==> config.mk <==
export PLATFORM = sky130hd
export DESIGN_NAME = cmd_seq_player_flat
export DESIGN_NICKNAME = d
export VERILOG_FILES = /design/src/rtl/cmd_seq_player_if.sv /design/src/rtl/cmd_seq_player.sv /design/src/flat_wrapper.sv
export SDC_FILE = /design/constraint.sdc
export NUM_CORES = 1
export LEC_CHECK = 0
export CAP_MARGIN = 20
export CORE_MARGIN = 3
export CORE_UTILIZATION = 63
export DETAILED_ROUTE_END_ITERATION = 6
export DONT_BUFFER_PORTS = 1
export PLACE_DENSITY = 0.79
export SLEW_MARGIN = 15
export SYNTH_ARGS = -nofsm -noshare
export SYNTH_HDL_FRONTEND = slang
export SYNTH_SLANG_ARGS = --single-unit
==> constraint.sdc <==
create_clock -name clk -period 4.35 [get_ports clk]
set_clock_uncertainty 0.2 [all_clocks]
set_input_delay 1.305 -clock clk [delete_from_list [all_inputs] [get_ports clk]]
set_output_delay 1.305 -clock clk [all_outputs]
set_load 0.03 [all_outputs]
==> src/rtl/cmd_seq_player_if.sv <==
// -----------------------------------------------------------------------------
// cmd_seq_player_if
// Link between the command-sequence player and RemoteComm.
//   cmd      : command word presented to RemoteComm (held between sends)
//   snd_cmd  : one-cycle strobe, cmd is valid in the same cycle
//   cmd_snt  : RemoteComm finished transmitting the last command
//   resp_rdy : response available (level; the player acts on its rising edge)
//   resp     : response byte, valid while resp_rdy is high
// Handshake semantics: snd_cmd is a single-cycle send request with no ready
// back-pressure; cmd_snt is a single-cycle completion event; a response is
// consumed on the cycle resp_rdy goes from 0 to 1, with resp sampled there.
// Modports: master = player side, slave = RemoteComm side.
// -----------------------------------------------------------------------------
interface cmd_seq_player_if #(
  parameter int CMD_W  = 16,
  parameter int RESP_W = 8
);
  logic [CMD_W-1:0]  cmd;
  logic              snd_cmd;
  logic              cmd_snt;
  logic              resp_rdy;
  logic [RESP_W-1:0] resp;

  modport master (output cmd, output snd_cmd, input cmd_snt, input resp_rdy, input resp);
  modport slave  (input cmd, input snd_cmd, output cmd_snt, output resp_rdy, output resp);
endinterface

==> src/rtl/cmd_seq_player.sv <==
// -----------------------------------------------------------------------------
// cmd_seq_player
// Plays a programmable list of up to DEPTH commands to RemoteComm, one at a
// time, waiting for an acknowledge response after each with a per-command
// timeout. Reports pass count, error code and failing index.
//
// Optional feature macro: CMDSEQ_RETRY_EN -- when defined, the first timeout
// of a command re-issues that command once before reporting a timeout error.
//
// Ports:
//   clk, rst_n      : clock, asynchronous active-low reset
//   clr             : empty the command list (ignored while busy)
//   wr_en, wr_data  : append a command (dropped when full or busy)
//   full            : list holds DEPTH entries
//   start, abort    : begin playback from index 0 / stop playback
//   timeout_cycles  : per-command timeout, sampled on start (0 = disabled)
//   link            : RemoteComm handshake (cmd, snd_cmd, cmd_snt, resp_rdy, resp)
//   busy, done      : playback in progress / one-cycle end-of-run pulse
//   err, err_code   : sticky failure flag; 0 none, 1 bad resp, 2 timeout, 3 abort
//   err_idx         : index of the failing command
//   cnt_ok          : commands acknowledged in the last run
//   dbg_state       : current FSM state encoding
// -----------------------------------------------------------------------------
module cmd_seq_player #(
  parameter int                DEPTH  = 8,
  parameter int                CMD_W  = 16,
  parameter int                RESP_W = 8,
  parameter int                TO_W   = 22,
  parameter logic [RESP_W-1:0] ACK    = 8'hA5,
  localparam int               IW     = $clog2(DEPTH),
  localparam int               CW     = IW + 1
) (
  input  logic             clk,
  input  logic             rst_n,
  input  logic             clr,
  input  logic             wr_en,
  input  logic [CMD_W-1:0] wr_data,
  output logic             full,
  input  logic             start,
  input  logic             abort,
  input  logic [TO_W-1:0]  timeout_cycles,
  cmd_seq_player_if.master link,
  output logic             busy,
  output logic             done,
  output logic             err,
  output logic [1:0]       err_code,
  output logic [IW-1:0]    err_idx,
  output logic [CW-1:0]    cnt_ok,
  output logic [2:0]       dbg_state
);

  typedef enum logic [2:0] {IDLE, SEND, WAIT_SNT, WAIT_RESP, FIN} state_t;

  state_t            state_q, state_d;
  logic [CMD_W-1:0]  list_q [DEPTH];
  logic [CW-1:0]     n_q;
  logic [IW-1:0]     idx_q;
  logic [IW-1:0]     idx_inc;
  logic [TO_W-1:0]   to_lat_q, to_cnt_q;
  logic [CMD_W-1:0]  cmd_q;
  logic              resp_rdy_q;
  logic              wr_ok, last, resp_edge, to_hit, to_evt;
  logic              go, go_empty, ack_ok, fail;
  logic [1:0]        fail_code;
`ifdef CMDSEQ_RETRY_EN
  logic              retried_q, retry;
`endif

  assign full      = (n_q == CW'(DEPTH));
  assign busy      = (state_q == SEND) || (state_q == WAIT_SNT) || (state_q == WAIT_RESP);
  assign done      = (state_q == FIN);
  assign dbg_state = state_q;
  assign link.snd_cmd = (state_q == SEND);
  assign link.cmd     = cmd_q;

  assign wr_ok     = wr_en && !busy && !full && !clr;
  assign last      = ({1'b0, idx_q} == (n_q - 1'b1));
  assign idx_inc   = idx_q + 1'b1;
  assign resp_edge = link.resp_rdy && !resp_rdy_q;
  assign to_hit    = (to_lat_q != '0) && (to_cnt_q == to_lat_q);

  always_ff @(posedge clk or negedge rst_n) begin
    if (!rst_n) state_q <= IDLE;
    else        state_q <= state_d;
  end

  always_comb begin
    state_d   = state_q;
    go        = 1'b0;
    go_empty  = 1'b0;
    ack_ok    = 1'b0;
    fail      = 1'b0;
    fail_code = 2'd0;
    to_evt    = 1'b0;
`ifdef CMDSEQ_RETRY_EN
    retry     = 1'b0;
`endif
    case (state_q)
      IDLE: begin
        if (start) begin
          if (n_q != '0) begin
            go      = 1'b1;
            state_d = SEND;
          end else begin
            go_empty = 1'b1;
            state_d  = FIN;
          end
        end
      end
      SEND:     state_d = WAIT_SNT;
      WAIT_SNT: begin
        if (to_hit)            to_evt  = 1'b1;
        else if (link.cmd_snt) state_d = WAIT_RESP;
      end
      WAIT_RESP: begin
        // A response edge in the expiry cycle wins over the timeout.
        if (resp_edge) begin
          if (link.resp == ACK) begin
            ack_ok  = 1'b1;
            state_d = last ? FIN : SEND;
          end else begin
            fail      = 1'b1;
            fail_code = 2'd1;
            state_d   = FIN;
          end
        end else if (to_hit) begin
          to_evt = 1'b1;
        end
      end
      FIN:      state_d = IDLE;
      default:  state_d = IDLE;
    endcase

    if (to_evt) begin
`ifdef CMDSEQ_RETRY_EN
      if (!retried_q) begin
        retry   = 1'b1;
        state_d = SEND;
      end else begin
        fail      = 1'b1;
        fail_code = 2'd2;
        state_d   = FIN;
      end
`else
      fail      = 1'b1;
      fail_code = 2'd2;
      state_d   = FIN;
`endif
    end

    // Abort overrides everything while a run is active; FIN is already
    // ending the run, so the reported result is left untouched there.
    if (abort && busy) begin
      ack_ok    = 1'b0;
      fail      = 1'b1;
      fail_code = 2'd3;
      state_d   = FIN;
`ifdef CMDSEQ_RETRY_EN
      retry     = 1'b0;
`endif
    end
  end

  // List contents need no reset: only entries below n_q are ever read.
  always_ff @(posedge clk) begin
    if (wr_ok) list_q[n_q[IW-1:0]] <= wr_data;
  end

  always_ff @(posedge clk or negedge rst_n) begin
    if (!rst_n) begin
      n_q        <= '0;
      idx_q      <= '0;
      to_lat_q   <= '0;
      to_cnt_q   <= '0;
      cmd_q      <= '0;
      resp_rdy_q <= 1'b0;
      err        <= 1'b0;
      err_code   <= 2'd0;
      err_idx    <= '0;
      cnt_ok     <= '0;
    end else begin
      resp_rdy_q <= link.resp_rdy;

      if (clr && !busy) n_q <= '0;
      else if (wr_ok)   n_q <= n_q + 1'b1;

      if (state_q == SEND)
        to_cnt_q <= '0;
      else if (state_q == WAIT_SNT || state_q == WAIT_RESP)
        to_cnt_q <= to_cnt_q + 1'b1;

      // cmd is loaded on the transition into SEND so it is valid with the
      // strobe; a retry leaves it unchanged.
      if (go) begin
        err      <= 1'b0;
        err_code <= 2'd0;
        cnt_ok   <= '0;
        idx_q    <= '0;
        to_lat_q <= timeout_cycles;
        cmd_q    <= list_q[0];
      end
      if (go_empty) begin
        err      <= 1'b0;
        err_code <= 2'd0;
        cnt_ok   <= '0;
      end
      if (ack_ok) begin
        cnt_ok <= cnt_ok + 1'b1;
        if (!last) begin
          idx_q <= idx_inc;
          cmd_q <= list_q[idx_inc];
        end
      end
      if (fail) begin
        err      <= 1'b1;
        err_code <= fail_code;
        err_idx  <= idx_q;
      end
    end
  end

`ifdef CMDSEQ_RETRY_EN
  always_ff @(posedge clk or negedge rst_n) begin
    if (!rst_n)              retried_q <= 1'b0;
    else if (go || ack_ok)   retried_q <= 1'b0;
    else if (retry)          retried_q <= 1'b1;
  end
`endif

endmodule

==> src/flat_wrapper.sv <==
// flat-port wrapper written by rule: the top's interface ports become plain ports
module cmd_seq_player_flat 
#(
  parameter int                DEPTH  = 8,
  parameter int                CMD_W  = 16,
  parameter int                RESP_W = 8,
  parameter int                TO_W   = 22,
  parameter logic [RESP_W-1:0] ACK    = 8'hA5,
  localparam int               IW     = $clog2(DEPTH),
  localparam int               CW     = IW + 1
)
  (clk, rst_n, clr, wr_en, wr_data, full, start, abort, timeout_cycles, busy, done, err, err_code, err_idx, cnt_ok, dbg_state, link_cmd, link_snd_cmd, link_cmd_snt, link_resp_rdy, link_resp);
  cmd_seq_player_if #(.CMD_W(CMD_W), .RESP_W(RESP_W)) link_i ();
  input  logic clk;
  input  logic rst_n;
  input  logic clr;
  input  logic wr_en;
  input  logic [CMD_W-1:0] wr_data;
  output logic full;
  input  logic start;
  input  logic abort;
  input  logic [TO_W-1:0] timeout_cycles;
  output logic busy;
  output logic done;
  output logic err;
  output logic [1:0] err_code;
  output logic [IW-1:0] err_idx;
  output logic [CW-1:0] cnt_ok;
  output logic [2:0] dbg_state;
  output wire logic [$bits(link_i.cmd)-1:0] link_cmd;
  output wire logic [$bits(link_i.snd_cmd)-1:0] link_snd_cmd;
  input wire logic [$bits(link_i.cmd_snt)-1:0] link_cmd_snt;
  input wire logic [$bits(link_i.resp_rdy)-1:0] link_resp_rdy;
  input wire logic [$bits(link_i.resp)-1:0] link_resp;
  assign link_cmd = link_i.cmd;
  assign link_snd_cmd = link_i.snd_cmd;
  assign link_i.cmd_snt = link_cmd_snt;
  assign link_i.resp_rdy = link_resp_rdy;
  assign link_i.resp = link_resp;
  cmd_seq_player #(.DEPTH(DEPTH), .CMD_W(CMD_W), .RESP_W(RESP_W), .TO_W(TO_W), .ACK(ACK)) u_core (.clk(clk), .rst_n(rst_n), .clr(clr), .wr_en(wr_en), .wr_data(wr_data), .full(full), .start(start), .abort(abort), .timeout_cycles(timeout_cycles), .link(link_i), .busy(busy), .done(done), .err(err), .err_code(err_code), .err_idx(err_idx), .cnt_ok(cnt_ok), .dbg_state(dbg_state));
endmodule
==> results of run 1 <==
area by class of cell:
class | count | share of cell area [%]
multi-input cells | 377 | 30.3
clock inverters | 8 | 0.969
repair buffers | 14 | 1.18
inverters | 6 | 0.226
well taps | 180 | 2.26
flip-flops and latches | 209 | 59.0
clock buffers | 29 | 5.99
stage by stage:
step | instances | hold WS, ps
finish | 823 | 299
global route | 823 | 279
CTS | 823 | 282
detailed placement | 786 | 300
global placement | 786 | 292
floorplan | 617 | 265
worst paths after layout:
kind | startpoint | endpoint | slack [ps] | depth (start not counted)
max in group asynchronous | rst_n | u_core.link.cmd[8]$_DFF_PN0_ | 3540 | 0
worst min-delay path | rst_n | u_core.idx_q[0]$_DFF_PN0_ | 300 | 0
worst max register to register | u_core.dbg_state[0]$_DFFE_PN0P_ | u_core.list_q[2][11]$_DFFE_PP_ | 1330 | 7
worst min register to register | u_core.to_cnt_q[21]$_DFFE_PN0P_ | u_core.to_cnt_q[21]$_DFFE_PN0P_ | 300 | 1
worst max-delay path | u_core.dbg_state[0]$_DFFE_PN0P_ | busy | 750 | 3
min in group clk | u_core.to_cnt_q[21]$_DFFE_PN0P_ | u_core.to_cnt_q[21]$_DFFE_PN0P_ | 300 | 1
cells by family after synthesis:
group	after synthesis
buffers and inverters	31
XOR/XNOR	30
AO/OA/AOI/OAI	90
AND/OR/NAND/NOR	189
flip-flops	209
multiplexers	62
adder cells (fa/ha/maj)	6
Yosys cell counts, types with 4 or more instances:
master	n
sky130_fd_sc_hd__nor3_1	8
sky130_fd_sc_hd__nor2_1	19
sky130_fd_sc_hd__a31oi_1	19
sky130_fd_sc_hd__nand4_1	9
sky130_fd_sc_hd__nor4_1	7
sky130_fd_sc_hd__ha_1	6
sky130_fd_sc_hd__inv_1	5
sky130_fd_sc_hd__clkbuf_1	6
sky130_fd_sc_hd__mux4_2	32
sky130_fd_sc_hd__a21oi_1	8
sky130_fd_sc_hd__o21ai_0	35
sky130_fd_sc_hd__nor2_2	4
sky130_fd_sc_hd__edfxtp_1	128
sky130_fd_sc_hd__xor2_1	27
sky130_fd_sc_hd__dfrtp_1	81
sky130_fd_sc_hd__nand3_1	15
sky130_fd_sc_hd__nand2_1	73
sky130_fd_sc_hd__and3_1	6
sky130_fd_sc_hd__mux2_2	24
sky130_fd_sc_hd__nor2b_1	18
sky130_fd_sc_hd__a211oi_1	18
sky130_fd_sc_hd__buf_2	15
sequential cells by signal, summed over array words and instances, names as in the netlist:
name	cells
u_core.idx_q	3
u_core.to_cnt_q	22
u_core.err	1
u_core.dbg_state	3
u_core.link.cmd	16
u_core.to_lat_q	22
u_core.err_idx	3
u_core.cnt_ok	4
u_core.resp_rdy_q	1
u_core.err_code	2
u_core.n_q	4
u_core.list_q	128
where the power goes:
group          total, mW  switching, mW  internal [mW]
Combinational      0.895          0.483          0.412
Sequential          2.82          0.435           2.38
Clock               1.80          0.720           1.08
layer usage:
layer,global-route usage [%],up-vias,part of all wire [%]
met1,31.6,2699,39
li1,-,2379,-
met5,0,-,0
met3,5.13,52,6.5
met2,42.4,199,52
met4,7.33,0,3.0
==> results.ini, run 1 <==
[run_status]
status=complete, no violations

[critical_path]
worstPathBufferInverterCount=1
timing.setup.critical_path_class=flip-flop to output pin
setup.worst_path.end_class=output pin
cell_breakdown_of_the_critical_path=nor2_1, or2_2, inv_2
worst_ep_required_time_ps=2840
path_max_fanout=11
cp_slowest_cell=sky130_fd_sc_hd__dfrtp_1
path_delay_family=flip-flops
setup.worst_path.start_class=flip-flop
worst_path_largest_cell_delay_ps=710
endpoint_arrival_time_on_the_critical_path_ps=2100

[logic_synthesis]
synth_top_cell_by_area=sky130_fd_sc_hd__edfxtp_1
syn-mean-instance-area_um2=14.6
synth_top_area_share_pct=42.7
postSynth.asyncResetShare_pct=38.8
dominant_combinational_cell_family_by_area_after_synthesis=multiplexers
share_of_the_synthesized_area_in_compound_gates_ao_oa_aoi_oai_pct=6.24
synthXorXnorAreaFrac_pct=2.92
synth-seq-area-share_pct=65.2
netlist_top_cells_area=sky130_fd_sc_hd__edfxtp_1 (43%), sky130_fd_sc_hd__dfrtp_1 (23%), sky130_fd_sc_hd__mux4_2 (8.0%)
yosys_reg_bits=209
synthesis.nets=677
syn_inst=617
synth.area.mux_share_pct=11.7
ys_warn_count=0
postSynth.topFlopCell=sky130_fd_sc_hd__edfxtp_1
mappedNetlistArea_um2=9000
synth_cell_type_count=55
synth_fa_ha_area_share_pct=0.834
synth_enable_flop_cells=128
synth_simple_gate_area_share_pct=11.4

[power]
p_leak_nw=3.67
max-vdd-ir-drop_v=0.000362
power.density_nw_per_um2=554
power.total_mw=5.51

[floorplanning]
floorplan_die_area_um2=15800
core_area_um2=13900
die_span_x_um=126
rows=43
start_util_pct=64.6
die_h_um=126
design.portCount=87

[drt]
detailroute.via_count=5329
drc=0
drt.antenna.violating_nets=0
drtPass1Iterations=5
initialDrtViolationCount=470
wire_per_inst_um=23.0
viasPerCell=6.48
route.final.wire_length_mm=18.9

[cts]
clock-root-buffer=sky130_fd_sc_hd__clkbuf_16
clkSinkCount=209
post_cts_gate_resize_count=0
cts_tree=built
cts_post_setup_buffers_inserted=0
clock_path_buffers=3
cts_hold_buffers_added=0
h_tree_depth=1
cts.reportedPaths.clkPinSlew_ps=70
numCtsBuffers=21
worst_skew_pair.late_latency_ps=500

[global_routing]
vias_in_the_first_global_route=5619
grt_max_degree=82
grtUsageTotal_pct=24.5
grt_pass1_wl_mm=30.5
globalRoute.totalOverflow=0
antenna_found_initial=0

[sta]
timing.slew.headroom_pct=31.6
setup-violations-final=0
max_clock_freq_mhz=278
finalHoldViolations=0
final_max_slew_viol_count=0
unrepaired_setup_endpoints_after_global_routing=no
measured_slew_at_the_worst_slew_check_pin_ps=1020
layout_setup_ws_ps=749
finalCriticalPeriod_ps=3600
finalSetupTns_ps=0
fin_crit_sh_pct=82.8

[layout]
final_core_util_pct=71.4
mostFrequentLayoutCell=sky130_fd_sc_hd__edfxtp_1
ff_latch_area_um2=5870
design.final.nets=689
postLayoutCellArea_um2=9950
flow.area_growth_from_synthesis_pct=10.5
area_of_the_multi_input_gates_um2=3020
fill_cells=881
final_cell_mix=sky130_fd_sc_hd__edfxtp_1 (128), sky130_fd_sc_hd__dfrtp_1 (80), sky130_fd_sc_hd__nand2_1 (73), sky130_fd_sc_hd__o21ai_0 (35), sky130_fd_sc_hd__mux4_2 (32)
n_antenna_cell=0
drive_above_1_share_pct=19.8

[place]
placement.io_buffers=0
preCtsSetupSlack_ps=1030
detailed_place_hpwl_mm=11.6
place_congestion=0.874
dpl-instance-area_um2=9250

[flow_run]
cap_viol_max_count=0

[worst_hold_path]
min-delay-path-class=input pin to async pin

No activity file was read; power rests on OpenSTA's default activity.
==> inputs of run 2 (changes only) <==
Clock period 4.35 ns to 3.7 ns, I/O delays scaled along.
==> run 2 against run 1 <==
Against the previous run: routed wire length increased by 3.8%; hold slack got worse by 200 ps; sequential power increased by 18%; sequential cell count unchanged; largest power group unchanged; global-route usage increased by 1.1 points; sequential share of layout area decreased by 0.93 points; die area unchanged.
==> results.ini, run 2 (synthesis gave the netlist of run 1 again) <==
[layout]
mostFrequentLayoutCell=sky130_fd_sc_hd__edfxtp_1
design.final.nets=693
final_cell_mix=sky130_fd_sc_hd__edfxtp_1 (128), sky130_fd_sc_hd__dfrtp_1 (80), sky130_fd_sc_hd__nand2_1 (73), sky130_fd_sc_hd__o21ai_0 (35), sky130_fd_sc_hd__mux4_2 (32)
largest_register_ffs=128
ff_latch_area_um2=5870
drive_above_1_share_pct=20.2
fill_cells=848
final_core_util_pct=72.5
flow.area_growth_from_synthesis_pct=12.3
area_of_the_multi_input_gates_um2=3000
n_antenna_cell=0

[sta]
finalHoldViolations=0
finalSetupTns_ps=0
max_clock_freq_mhz=294
setup-violations-final=0
final_max_slew_viol_count=0
layout_setup_ws_ps=299
unrepaired_setup_endpoints_after_global_routing=no
worst_hold_slack_ps=95.1
finalCriticalPeriod_ps=3400
timing.slew.headroom_pct=56.6
measured_slew_at_the_worst_slew_check_pin_ps=642
fin_crit_sh_pct=91.9

[global_routing]
vias_in_the_first_global_route=5777
globalRoute.totalOverflow=0
grt_max_degree=82
antenna_found_initial=0
grtUsageTotal_pct=25.6
grt_pass1_wl_mm=31.6

[power]
max-vdd-ir-drop_v=0.000448
power.total_mw=6.85
power.density_nw_per_um2=677
p_leak_nw=3.75

[critical_path]
timing.setup.critical_path_class=flip-flop to output pin
worst_path_largest_cell_delay_ps=710
crit_cells=3
cell_breakdown_of_the_critical_path=nor2_1, or2_2, inv_2
path_delay_family=flip-flops
timing.critical_path.from=u_core.dbg_state[0]$_DFFE_PN0P_
cp_slowest_cell=sky130_fd_sc_hd__dfrtp_1
worst_ep_required_time_ps=2390
setup.worst_path.end_class=output pin
worstPathBufferInverterCount=1
endpoint_arrival_time_on_the_critical_path_ps=2090
worst_r2r_path_depth=7
setup.worst_path.start_class=flip-flop
critical_path.reg2reg.startpoint=u_core.dbg_state[0]$_DFFE_PN0P_
path_max_fanout=11

[drt]
wire_per_inst_um=23.7
detailroute.via_count=5379
drtPass1Iterations=5
drt.antenna.violating_nets=0
route.final.wire_length_mm=19.6
drc=0
viasPerCell=6.49
initialDrtViolationCount=494

[cts]
numCtsBuffers=22
cts_post_setup_buffers_inserted=0
h_tree_depth=1
worst_skew_pair.late_latency_ps=520
clock_path_buffers=3
post_cts_gate_resize_count=0
clkSinkCount=209
cts_hold_buffers_added=0
cts.reportedPaths.clkPinSlew_ps=60
cts_tree=built
clock-root-buffer=sky130_fd_sc_hd__clkbuf_16

[run_status]
status=complete, no violations

[place]
place_congestion=0.918
preCtsSetupSlack_ps=626
detailed_place_hpwl_mm=12.2
placement.io_buffers=0

[floorplanning]
floorplan_die_area_um2=15800
core_area_um2=13900
die_span_x_um=126
start_util_pct=64.6
design.portCount=87
die_h_um=126
rows=43

[flow_run]
cap_viol_max_count=0

[worst_hold_path]
min-delay-path-class=input pin to async pin

run 2: worst reg2reg max path, cell delays in order, from the launching register on:
cell	delay (ps)
sky130_fd_sc_hd__dfrtp_1	600
sky130_fd_sc_hd__nor2_1	280
sky130_fd_sc_hd__or2_2	310
sky130_fd_sc_hd__inv_2	200
sky130_fd_sc_hd__nor4b_4	420
sky130_fd_sc_hd__nand2_1	230
sky130_fd_sc_hd__nor2_1	210
sky130_fd_sc_hd__buf_4	330
run 2: cell type report:
cell class,count,share of cell area (%)
Clock buffer,27,5.83
Clock inverter,13,2.39
Inverter,6,0.223
Multi-Input combinational cell,377,29.7
Sequential cell,209,58.1
Tap cell,180,2.23
Timing Repair Buffer,17,1.51
run 2: routing by layer:
| metal | wire length, um | GRT usage (%) | vias to the layer above |
|---|---|---|---|
| met4 | 607 | 10.5 | 0 |
| met2 | 10200 | 43.5 | 217 |
| met1 | 7490 | 32.1 | 2720 |
| met5 | 0 | 0 | - |
| met3 | 1300 | 5.64 | 55 |
| li1 | - | - | 2387 |
run 2: worst paths after layout:
kind                                                    to  slack [ps]
setup / recovery                                      busy         300
hold / removal               u_core.link.cmd[12]$_DFF_PN0_         100
setup reg to reg            u_core.list_q[4][11]$_DFFE_PP_         610
hold reg to reg            u_core.to_cnt_q[21]$_DFFE_PN0P_         300
max in group asynchronous   u_core.to_lat_q[1]$_DFFE_PN0P_        3070
min in group clk           u_core.to_cnt_q[21]$_DFFE_PN0P_         300
run 2: stage by stage:
stage | cell area, um^2 | cells
5_1_grt | 10100 | 829
3_3_place_gp | 9270 | 789
4_1_cts | 10100 | 829
6_report | 10100 | 829
2_1_floorplan | 9000 | 617
3_5_place_dp | 9270 | 789
run 2: power breakdown:
part           leakage, nW  internal, mW  total, mW  switching (mW)
clock                0.403          1.56       2.45           0.893
sequential            2.21          2.80       3.32           0.517
combinational         1.14         0.497       1.07           0.578
total                 3.75          4.86       6.85            1.99
==> inputs of run 3 (changes only) <==
--- a/constraint.sdc
+++ b/constraint.sdc
@@ -4,2 +4,2 @@
 set_output_delay 1.11 -clock clk [all_outputs]
-set_load 0.03 [all_outputs]
+set_load 0.05 [all_outputs]
==> run 3 against run 2 <==
Against the previous run: count of clock-buffer cells in the layout increased by 1; first-iteration DRC count decreased by 15%; core utilization decreased by 0.16 points; sequential cell count unchanged; critical path type unchanged; largest cell class unchanged; largest power group unchanged; highest routed layer unchanged.
==> results.ini, run 3 (synthesis gave the netlist of run 1 again) <==
[critical_path]
setup.worst_path.start_class=flip-flop
endpoint_arrival_time_on_the_critical_path_ps=2080
setup.worst_path.end_class=output pin
worst_r2r_path_depth=6
timing.setup.critical_path_class=flip-flop to output pin
worst_ep_required_time_ps=2390
path_max_fanout=10

[layout]
drive_above_1_share_pct=20.4
mostFrequentLayoutCell=sky130_fd_sc_hd__edfxtp_1
flow.area_growth_from_synthesis_pct=12.0
final_core_util_pct=72.4
design.final.nets=695
largest_register_ffs=128
postLayoutCellArea_um2=10100
final_cell_mix=sky130_fd_sc_hd__edfxtp_1 (128), sky130_fd_sc_hd__dfrtp_1 (80), sky130_fd_sc_hd__nand2_1 (73), sky130_fd_sc_hd__o21ai_0 (35), sky130_fd_sc_hd__mux4_2 (32)
n_antenna_cell=0

[place]
detailed_place_hpwl_mm=11.9
place_congestion=0.895
placement.io_buffers=0
dpl-instance-area_um2=9290

[sta]
finalSetupTns_ps=0
fin_crit_sh_pct=91.5
measured_slew_at_the_worst_slew_check_pin_ps=667
final_max_slew_viol_count=0
finalCriticalPeriod_ps=3390
timing.slew.headroom_pct=54.9
unrepaired_setup_endpoints_after_global_routing=no
worst_hold_slack_ps=95.0
setup-violations-final=0
max_clock_freq_mhz=295
finalHoldViolations=0

[global_routing]
antenna_found_initial=0
grt_max_degree=82
grtUsageTotal_pct=24.7
grt_pass1_wl_mm=30.8
globalRoute.totalOverflow=0
vias_in_the_first_global_route=5715

[drt]
detailroute.via_count=5395
route.final.wire_length_mm=19.3
drc=0
drt.antenna.violating_nets=0
wire_per_inst_um=23.3
drtPass1Iterations=5
viasPerCell=6.49
initialDrtViolationCount=420

[floorplanning]
design.portCount=87
die_h_um=126
die_span_x_um=126
rows=43
start_util_pct=64.6
floorplan_die_area_um2=15800
core_area_um2=13900

[flow_run]
cap_viol_max_count=0

[cts]
post_cts_gate_resize_count=0
cts.reportedPaths.clkPinSlew_ps=60
worst_skew_pair.late_latency_ps=510
h_tree_depth=1
clock-root-buffer=sky130_fd_sc_hd__clkbuf_16
clock_path_buffers=3
clkSinkCount=209
numCtsBuffers=22
cts_hold_buffers_added=0
cts_tree=built
cts_post_setup_buffers_inserted=0

[power]
power.density_nw_per_um2=684
p_leak_nw=3.74
max-vdd-ir-drop_v=0.000464
power.total_mw=6.89

[run_status]
status=complete, no violations

[worst_hold_path]
min-delay-path-class=input pin to async pin

-- run 3: cell count changes in the layout (fill, tap and decap cells not counted), sizes merged --
cell and delta:
buf +2, bufinv -2, clkbuf +1, clkinv +1
-- run 3: power breakdown --
part	switching (mW)	total [mW]	internal (mW)
sequential	0.640	3.44	2.80
combinational	0.613	1.12	0.504
clock	0.894	2.34	1.44
total	2.15	6.89	4.74
-- run 3: worst paths after layout --
path	slack, ps	end	startpoint
max	310	link_snd_cmd	u_core.dbg_state[2]$_DFFE_PN0P_
min	100	u_core.link.cmd[2]$_DFF_PN0_	rst_n
max reg2reg	720	u_core.list_q[0][5]$_DFFE_PP_	u_core.dbg_state[2]$_DFFE_PN0P_
min reg2reg	290	u_core.to_cnt_q[21]$_DFFE_PN0P_	u_core.to_cnt_q[21]$_DFFE_PN0P_
max in group asynchronous	3070	u_core.to_lat_q[7]$_DFFE_PN0P_	rst_n
min in group clk	290	u_core.to_cnt_q[21]$_DFFE_PN0P_	u_core.to_cnt_q[21]$_DFFE_PN0P_
-- run 3: critical path, stage by stage (launching register included) --
cell and delay, ps:
sky130_fd_sc_hd__dfrtp_1 610, sky130_fd_sc_hd__nor2_1 180, sky130_fd_sc_hd__nand2_1 280, sky130_fd_sc_hd__inv_1 500
-- run 3: final cells by class --
type	count	area (um^2)
clock inverters	12	190
fillers	871	3850
inverters	6	22.5
multi-input cells	377	3000
flip-flops and latches	209	5870
clock buffers	28	603
well taps	180	225
repair buffers	19	168
-- run 3: routing by layer --
metal | vias to the layer above | share of wire [%] | track usage, %
met1 | 2744 | 39 | 31.5
met4 | 0 | 3.4 | 8.74
met3 | 47 | 5.9 | 5.00
met5 | - | 0 | 0
met2 | 215 | 52 | 42.5
li1 | 2389 | - | -
-- run 3: stage by stage --
| stage | cells | worst slack [ps] |
|---|---|---|
| CTS | 831 | 302 |
| detailed placement | 791 | 570 |
| floorplan | 617 | 205 |
| global route | 831 | 172 |
| global placement | 791 | 648 |
| finish | 831 | 315 |
